$ cat src/rtl/man_pkg.sv
// Shared Manchester line-code definitions for the RFID link (man_mod / man_demod).
package man_pkg;

  typedef enum logic [1:0] {
    IDLE   = 2'd0,
    ARMED  = 2'd1,
    LOCKED = 2'd2
  } man_state_e;

  // A logic 1 is sent low-then-high, so its mid-bit edge rises.
  localparam logic MAN_ONE_RISING = 1'b1;
  localparam logic MAN_IDLE_LEVEL = 1'b0;

endpackage

$ cat src/rtl/man_demod_if.sv
// Line input and decoded-bit output bundle of the Manchester decoder.
interface man_demod_if;
  logic in_enable;
  logic in_data;
  logic out_data;
  logic out_valid;
  logic out_busy;
  logic out_err;
  logic out_eof;

  modport master (
    output in_enable, in_data,
    input  out_data, out_valid, out_busy, out_err, out_eof
  );

  modport slave (
    input  in_enable, in_data,
    output out_data, out_valid, out_busy, out_err, out_eof
  );
endinterface

$ cat src/rtl/man_edge_sync.sv
// Brings the asynchronous Manchester line into the clk domain and flags its edges.
module man_edge_sync
  import man_pkg::*;
(
  input  logic clk,
  input  logic rst,
  input  logic din,
  output logic level,
  output logic rise,
  output logic fall
);

  logic s_p0, s_p1, s_p2;

  // p0/p1: two-flop synchronizer; p2: previous synchronized sample
  always_ff @(posedge clk) begin
    if (rst) begin
      s_p0 <= MAN_IDLE_LEVEL;
      s_p1 <= MAN_IDLE_LEVEL;
      s_p2 <= MAN_IDLE_LEVEL;
    end else begin
      s_p0 <= din;
      s_p1 <= s_p0;
      s_p2 <= s_p1;
    end
  end

  assign level = s_p1;
  assign rise  = s_p1 & ~s_p2;
  assign fall  = ~s_p1 & s_p2;

endmodule

$ cat src/rtl/man_demod.sv
// Manchester decoder: locks to mid-bit edges of an oversampled line and emits NRZ bits,
// with one-cycle strobes for decoded bits, timing violations and end of frame.
module man_demod
  import man_pkg::*;
#(
  parameter int BIT_CYCLES = 8,
  parameter int TOL        = 1
) (
  input logic        clk,
  input logic        rst,
  man_demod_if.slave bus
);

  localparam int HALF = BIT_CYCLES / 2;
  localparam int CW   = $clog2(BIT_CYCLES + TOL + 2);

  localparam logic [CW-1:0] CNT_MAX = CW'(BIT_CYCLES + TOL + 1);
  localparam logic [CW-1:0] BND_LO  = CW'(HALF - TOL);
  localparam logic [CW-1:0] BND_HI  = CW'(HALF + TOL);
  localparam logic [CW-1:0] MID_LO  = CW'(BIT_CYCLES - TOL);
  localparam logic [CW-1:0] MID_HI  = CW'(BIT_CYCLES + TOL);
  localparam logic [CW-1:0] ARM_CNT = CW'(BIT_CYCLES);

  localparam logic [1:0] ST_IDLE   = 2'(IDLE);
  localparam logic [1:0] ST_ARMED  = 2'(ARMED);
  localparam logic [1:0] ST_LOCKED = 2'(LOCKED);

  function automatic logic [CW-1:0] sat_inc(input logic [CW-1:0] v);
    return (v == CNT_MAX) ? v : v + CW'(1);
  endfunction

  logic level, rise, fall;

  man_edge_sync u_sync (
    .clk   (clk),
    .rst   (rst),
    .din   (bus.in_data),
    .level (level),
    .rise  (rise),
    .fall  (fall)
  );

  logic [1:0]    state, state_n;
  logic [CW-1:0] cnt, cnt_n, elapsed;
  logic          bnd, bnd_n;
  logic          busy_q, busy_n;
  logic          valid_q, valid_n, data_q, data_n, err_q, err_n, eof_q, eof_n;
  logic          line_edge, in_mid, in_bnd;

  // The edge being judged is one cycle past the last registered count,
  // so windows are measured against cnt+1 (on-time mid edge == BIT_CYCLES).
  assign elapsed   = sat_inc(cnt);
  assign line_edge = rise | fall;
  assign in_mid    = (elapsed >= MID_LO) && (elapsed <= MID_HI);
  assign in_bnd    = (elapsed >= BND_LO) && (elapsed <= BND_HI);

  always_comb begin
    state_n = state;
    cnt_n   = elapsed;
    bnd_n   = bnd;
    busy_n  = busy_q;
    valid_n = 1'b0;
    data_n  = 1'b0;
    err_n   = 1'b0;
    eof_n   = 1'b0;
    if (!bus.in_enable) begin
      state_n = ST_IDLE;
      cnt_n   = '0;
      bnd_n   = 1'b0;
      busy_n  = 1'b0;
    end else begin
      case (state)
        ST_IDLE: begin
          busy_n = 1'b0;
          bnd_n  = 1'b0;
          if (level != MAN_IDLE_LEVEL) cnt_n = '0;
          else if (elapsed >= ARM_CNT) state_n = ST_ARMED;
        end
        ST_ARMED: begin
          if (rise) begin
            state_n = ST_LOCKED;
            cnt_n   = '0;
            bnd_n   = 1'b0;
            busy_n  = 1'b1;
          end else if (level != MAN_IDLE_LEVEL) begin
            state_n = ST_IDLE;
            cnt_n   = '0;
          end
        end
        ST_LOCKED: begin
          if (line_edge) begin
            if (in_mid) begin
              valid_n = 1'b1;
              data_n  = (level == MAN_ONE_RISING);
              cnt_n   = '0;
              bnd_n   = 1'b0;
            end else if (in_bnd && !bnd) begin
              bnd_n = 1'b1;
            end else begin
              err_n   = 1'b1;
              busy_n  = 1'b0;
              state_n = ST_IDLE;
              cnt_n   = '0;
              bnd_n   = 1'b0;
            end
          end else if (elapsed == CNT_MAX) begin
            eof_n   = 1'b1;
            busy_n  = 1'b0;
            state_n = ST_IDLE;
            cnt_n   = '0;
            bnd_n   = 1'b0;
          end
        end
        default: begin
          state_n = ST_IDLE;
          cnt_n   = '0;
          bnd_n   = 1'b0;
          busy_n  = 1'b0;
        end
      endcase
    end
  end

  always_ff @(posedge clk) begin
    if (rst) begin
      state   <= ST_IDLE;
      cnt     <= '0;
      bnd     <= 1'b0;
      busy_q  <= 1'b0;
      valid_q <= 1'b0;
      data_q  <= 1'b0;
      err_q   <= 1'b0;
      eof_q   <= 1'b0;
    end else begin
      state   <= state_n;
      cnt     <= cnt_n;
      bnd     <= bnd_n;
      busy_q  <= busy_n;
      valid_q <= valid_n;
      data_q  <= data_n;
      err_q   <= err_n;
      eof_q   <= eof_n;
    end
  end

  assign bus.out_data  = data_q;
  assign bus.out_valid = valid_q;
  assign bus.out_busy  = busy_q;
  assign bus.out_err   = err_q;
  assign bus.out_eof   = eof_q;

endmodule

$ cat src/flat_wrapper.sv
// flat-port wrapper written by rule: the top's interface ports become plain ports
module man_demod_flat import man_pkg::*;
#(
  parameter int BIT_CYCLES = 8,
  parameter int TOL        = 1
)
  (clk, rst, bus_in_enable, bus_in_data, bus_out_data, bus_out_valid, bus_out_busy, bus_out_err, bus_out_eof);
  man_demod_if bus_i ();
  input logic clk;
  input logic rst;
  input wire logic [$bits(bus_i.in_enable)-1:0] bus_in_enable;
  input wire logic [$bits(bus_i.in_data)-1:0] bus_in_data;
  output wire logic [$bits(bus_i.out_data)-1:0] bus_out_data;
  output wire logic [$bits(bus_i.out_valid)-1:0] bus_out_valid;
  output wire logic [$bits(bus_i.out_busy)-1:0] bus_out_busy;
  output wire logic [$bits(bus_i.out_err)-1:0] bus_out_err;
  output wire logic [$bits(bus_i.out_eof)-1:0] bus_out_eof;
  assign bus_i.in_enable = bus_in_enable;
  assign bus_i.in_data = bus_in_data;
  assign bus_out_data = bus_i.out_data;
  assign bus_out_valid = bus_i.out_valid;
  assign bus_out_busy = bus_i.out_busy;
  assign bus_out_err = bus_i.out_err;
  assign bus_out_eof = bus_i.out_eof;
  man_demod #(.BIT_CYCLES(BIT_CYCLES), .TOL(TOL)) u_core (.clk(clk), .rst(rst), .bus(bus_i));
endmodule
$ cat config.mk
export PLATFORM = sky130hd
export DESIGN_NAME = man_demod_flat
export DESIGN_NICKNAME = d
export VERILOG_FILES = /design/src/rtl/man_pkg.sv /design/src/rtl/man_demod_if.sv /design/src/rtl/man_edge_sync.sv /design/src/rtl/man_demod.sv /design/src/flat_wrapper.sv
export SDC_FILE = /design/constraint.sdc
export NUM_CORES = 1
export LEC_CHECK = 0
export BUFFER_PORTS_ARGS = -buffer_cell sky130_fd_sc_hd__buf_2
export CAP_MARGIN = 20
export CORE_MARGIN = 2
export CORE_UTILIZATION = 47
export CTS_CLUSTER_DIAMETER = 150
export DETAILED_ROUTE_END_ITERATION = 8
export PLACE_DENSITY = 0.69
export SLEW_MARGIN = 0
export SYNTH_ARGS = -nofsm -noshare
export SYNTH_HDL_FRONTEND = slang
export SYNTH_SLANG_ARGS = --single-unit
$ cat constraint.sdc
create_clock -name clk -period 3.1 [get_ports clk]
set_input_delay 0.775 -clock clk [delete_from_list [all_inputs] [get_ports clk]]
set_output_delay 0.775 -clock clk [all_outputs]
set_load 0.03 [all_outputs]
# ---- After elaboration in Yosys (flattened, before gate mapping)
# Cells that the tools add are included.
# W data, S select, Z words.
dict set report word_totals {
  reg_bits 15
  input_bits 4
  output_inout_bits 5
  word_cells 81
}
dict set report classes {
  n_addsub 1
  order_cmp 5
  eq_ne 11
  muxes 31
  bitwise 9
  n_reduce_logical 13
}
# op count
set op_table {}
lappend op_table {{$mux W4} 7}
lappend op_table {{$mux W2} 8}
lappend op_table {{$mux W1} 12}
lappend op_table {{$pmux W4 S3} 1}
lappend op_table {{$reduce_or A5 Y1} 2}
lappend op_table {{$eq A4 B4 Y1 const B} 2}
lappend op_table {{$reduce_or A4 Y1} 2}
lappend op_table {{$ne A3 B3 Y1 const B} 2}
lappend op_table {{$not A1 Y1} 6}
lappend op_table {{$pmux W2 S3} 1}
lappend op_table {{$reduce_and A6 Y1} 1}
lappend op_table {{$add A4 B1 Y4 const B} 1}
lappend op_table {{$ge A4 B2 Y1 const B} 1}
lappend op_table {{$ge A4 B3 Y1 const B} 1}
lappend op_table {{$ge A4 B4 Y1 const B} 1}
lappend op_table {{$le A4 B3 Y1 const B} 1}
lappend op_table {{$le A4 B4 Y1 const B} 1}
lappend op_table {{$ne A2 B1 Y1 const B} 2}
lappend op_table {{$pmux W1 S2} 2}
lappend op_table {{$reduce_and A4 Y1} 1}
lappend op_table {{$logic_and A1 B1 Y1} 3}
lappend op_table {{$ne A3 B1 Y1 const B} 1}
lappend op_table {{$ne A3 B2 Y1 const B} 1}
lappend op_table {{$and A1 B1 Y1} 2}
lappend op_table {{8 further kinds} 8}

# ---- Depth between registers and ports, before layout
dict set report depth {
  ltp_word 9
  ltp_mapped 8
}

# ---- By module
# A second synthesis with hierarchy kept.
dict set report hier_totals {
  cells_unflattened 101
  area_unflattened_um2 869.6
}
# mod instances cells_each area_per_inst_um2 seq_area_each_um2
set by_module_without_submodules {}
lappend by_module_without_submodules {man_demod 1 93 778.2 240.2}
lappend by_module_without_submodules {man_edge_sync 1 8 91.3 60.1}

# ---- Worst setup path after synthesis
# Ideal clock, no wire load.
dict set report synth_timing {
  path_kind {register -> register}
  start {reg u_core.cnt[0]}
  end {reg u_core.state[1]}
  setup_time_ns 0.079
  t_arrival_ns 1.833
  required_ns 3.021
  slack_ns 1.187
  path_stages_with_launch 8
  path_buffers 0
  cell_sequence {dfxtp_1 inv_1 ha_1 nand2b_1 o32ai_2 nor3_1 a221o_1 a211oi_2}
}
dict set report synth_between {
  elab_chain_cells 7
  elab_cells_between_ends 17
  classes_between {add/sub: 1; order compare: 5; eq/ne: 6; mux: 1; reduce/logical: 4}
}
# element line_no
set synth_lines {}
lappend synth_lines {{start, declared} man_demod.sv:44} ;# logic [CW-1:0] cnt, cnt_n, elapsed;
lappend synth_lines {{start signal, assigned} man_demod.sv:136} ;# cnt <= cnt_n;
lappend synth_lines {{$add A4 B1 Y4 or $eq A4 B4 Y1 (tied branches)} man_demod.sv:29} ;# return (v == CNT_MAX) ? v : v + CW'(1);
lappend synth_lines {{$mux W4 *} man_demod.sv:29}
lappend synth_lines {{$ge A4 B2 Y1 or $le A4 B3 Y1 (tied branches)} man_demod.sv:55} ;# assign in_bnd = (elapsed >= BND_LO) && (elapsed <= BND_HI);
lappend synth_lines {{$logic_and A1 B1 Y1} man_demod.sv:55}
lappend synth_lines {{$logic_and A1 B1 Y1} man_demod.sv:97} ;# end else if (in_bnd && !bnd) begin
lappend synth_lines {{$ne A3 B3 Y1 (no source line)} -}
lappend synth_lines {{$reduce_and A6 Y1 (no source line) *} -}
lappend synth_lines {{end signal, assigned} man_demod.sv:135} ;# state <= state_n;
lappend synth_lines {{end, declared} man_demod.sv:43} ;# logic [1:0] state, state_n;
# Mark *: on every way between the ends. The rest lies on a longest branch, timed or not.
# A chain may end at the register's enable or synchronous reset.

# ---- Final worst setup path
# Ends and elaborated chain as after synthesis.

==> impl_metrics.csv <==
group,metric,value,unit
logic_synthesis,syn_avg_cell_area,8.94,um^2
timing,post-route-min-period,2140,ps
pwr,power_frac_seq,0.581,
timing,period_share,0.690,
detailed_routing,m1WireLength,851,um
min_path,holdCritPathClass,"reg2reg",
clock_network,cts_root_buf,"clkbuf_4",
min_path,min_from,"u_core.u_sync.s_p0",
critical_path,reg2reg_depth,7,
detailed_routing,avgRoutedWirePerCell,13.3,um
timing,report.final.hold_viol_count,0,
clock_network,cts_hold_buf,0,
logic_synthesis,synth_edf_count,0,
logic_synthesis,synthCells,106,
grt,grt_max_degree,14,
detailed_routing,via_per_inst,5.54,
detailed_routing,vias,775,
detailed_routing,dr_wl_met3,67,um
logic_synthesis,synth_top_area_share,0.317,
min_path,hold-path-cell-count,1,
floorplanning,initial_utilization,0.493,
critical_path,slowest_stage,"dfxtp_1",
final_layout,areaGrowthSynthToFinish,8.19,%
floorplanning,ios,9,
pwr,p_sw,0.0824,mW
timing,rsz0062_at_grt,"false",
logic_synthesis,synth.area.top_cells,"dfxtp_1 32%, ha_1 5.3%, nand2_1 4.4%",
critical_path,cp_max_fo,8,
grt,overflow,0,
floorplanning,die-area,2390,um^2
logic_synthesis,yosys.cell_types.count,40,
pwr,power_frac_clock,0.313,
timing,setup_slack,962,ps
critical_path,critPathLaunchType,"flip-flop",
logic_synthesis,yosysWarnings,0,
pwr,report.power.total,0.344,mW
logic_synthesis,synthAdderAreaFrac,0.0528,
critical_path,worstPathArrival,2340,ps
critical_path,rr_startpoint,"u_core.cnt[0]",
logic_synthesis,yosysSeqAreaShare,0.317,
final_layout,layout_common_cells,"15 x dfxtp_1, 11 x nand2_1, 8 x buf_2",
placement,dp_hpwl,1.46,mm
timing,whs,453,ps
pwr,p_sw_frac,0.240,
grt,grt_pass1_vias,729,
final_layout,drive_gt1_frac,0.204,
timing,setup_violations,0,
min_path,hold_end,"u_core.u_sync.level",
logic_synthesis,muxShareOfSynthArea,0.0225,
floorplanning,die_w,48.9,um
logic_synthesis,synth-compound-area-share,0.279,
pwr,p_int,0.261,mW
placement,port_buffers,8,
detailed_routing,drt-initial-drc-count,15,
floorplanning,core,1920,um^2
pwr,leakage,0.425,nW
detailed_routing,routed.top_layer,"met4",
clock_network,cts_buffer_depth,2,
placement,dp_slack,981,ps
critical_path,endpoint_kind,"flip-flop",
floorplanning,rows,16,
floorplanning,dieHeight,48.9,um
logic_synthesis,synth-xor-area-share,0.0357,
logic_synthesis,synthSimpleGateAreaFrac,0.242,
placement,placedCellCount,136,
timing,maxSlewViolCount,0,
logic_synthesis,synth_top_area_cell,"dfxtp_1",
job,drv_cap,0,
logic_synthesis,ys.flop_type,"dfxtp_1",
detailed_routing,postRouteAntennaNets,0,
pwr,irDropWorstVdd,0.191,mV
logic_synthesis,async_flop_share,0,
final_layout,nets,122,
final_layout,instances_no_fill,140,
logic_synthesis,synth_seq_cells,15,
grt,antenna_found_initial,0,
final_layout,fill_cells,190,
critical_path,path_cells,"inv_1 -> ha_1 -> nand2b_1 -> a21boi_1 -> o311ai_4 -> a221o_1 -> a211oi_2",
clock_network,numCtsBuffers,3,
status,outcome,"completed",
clock_network,clock-sinks,15,
timing,clock.fmax,468,MHz
detailed_routing,firstDrtPassIters,4,
timing,fin_worst_skew,2.95,ps
detailed_routing,wirelength,1.86,mm
detailed_routing,route.detailed.drc,0,
clock_network,clk_latency,270,ps
timing,setup_tns,0,ps
logic_synthesis,synth_nets,114,
detailed_routing,met2_length,901,um
clock_network,cts_tree,"yes",
critical_path,max_stage_delay,480,ps
clock_network,path_clk_slew,90,ps
pwr,power_frac_comb,0.106,
final_layout,layout_commonest_cell,"dfxtp_1",
pwr,power_density,335,nW/um^2
timing,tightestPinTransition,395,ps
clock_network,htreeDepth,1,
grt,grt_pass1_wl,3.17,mm
final_layout,antennaDiodeCount,0,
grt,grt_use_total,0.170,
critical_path,r2r_slack,960,ps
critical_path,r2r_end,"u_core.state[1]",
critical_path,worstSetupPathType,"reg2reg",
placement,routabilityCongestion,0.832,
clock_network,post_cts_buffers,0,
logic_synthesis,synth_area,947,um^2
clock_network,post_cts_resized,0,
logic_synthesis,synth_top_family_by_area,"compound AO/OA/AOI/OAI gates",
critical_path,crit_required,3300,ps
timing,relSlewSlack,0.736,
worst max path at each step:
stage | startpoint | end | cells after the start
after floorplan | u_core.cnt[0] | u_core.state[1] | 7
after global placement | u_core.cnt[0] | u_core.state[1] | 7
after detailed placement | u_core.cnt[0] | u_core.cnt[2] | 7
after CTS | u_core.cnt[0] | u_core.cnt[2] | 7
after global routing | u_core.cnt[0] | u_core.state[1] | 7
final | u_core.cnt[0] | u_core.state[1] | 7
Yosys cell counts, types with 2 or more instances:
master	count
o211a_1	2
o32a_1	2
nor3_1	6
buf_2	3
inv_1	7
a21o_1	2
nand2_1	11
clkbuf_1	2
a21oi_1	3
and2_1	2
nand3_1	2
ha_1	4
xnor2_1	2
a221o_1	2
dfxtp_1	15
nand2b_1	4
o32ai_2	2
o21ai_0	3
or2b_1	3
nor2_1	4
a21boi_1	3
nor2b_1	4
cell families after synthesis:
group	after synthesis
compound gates	28
xor+xnor	3
fa+ha+maj	4
buf+inv	12
flops	15
mux	2
simple gates	42
state kept, by name, indices dropped and copies added (netlist names):
name	cells
u_core.u_sync.s_p2	1
u_core.u_sync.s_p0	1
u_core.u_sync.level	1
u_core.bus.out_busy	1
u_core.cnt	4
u_core.bus.out_err	1
u_core.bus.out_valid	1
u_core.bus.out_eof	1
u_core.bnd	1
u_core.state	2
u_core.bus.out_data	1
power groups by stage:
stage / logic, mW / registers, mW / clock network [mW]
2_1_floorplan: 0.0289 / 0.202 / 0
3_3_place_gp: 0.0356 / 0.204 / 0
3_5_place_dp: 0.0360 / 0.204 / 0
4_1_cts: 0.0362 / 0.200 / 0.110
5_1_grt: 0.0404 / 0.200 / 0.122
6_report: 0.0364 / 0.200 / 0.108
metrics by stage:
step	utilization	instance area [um^2]
global placement	0.520	998
finish	0.533	1020
CTS	0.533	1020
global route	0.533	1020
floorplan	-	947
detailed placement	0.520	998
metal layers:
layer,vias to the layer above,track usage
met5,-,0
met4,0,0.100
met3,4,0.0245
met2,17,0.281
met1,358,0.211
li1,396,-
critical path: cells and delay by family, from the launching register on:
family / cells / cell delay (ps)
flops: 1 / 480
compound gates: 4 / 1000
fa+ha+maj: 1 / 350
buf+inv: 1 / 110
simple gates: 1 / 130
layout make-up:
class | count | area (um^2) | area share
Clock buffer | 4 | 26.3 | 0.0256
Inverter | 7 | 26.3 | 0.0256
Multi-Input combinational cell | 79 | 598 | 0.584
Sequential cell | 15 | 300 | 0.293
Tap cell | 27 | 33.8 | 0.0330
Timing Repair Buffer | 8 | 40.0 | 0.0391
(Power assumes the default switching activity.)
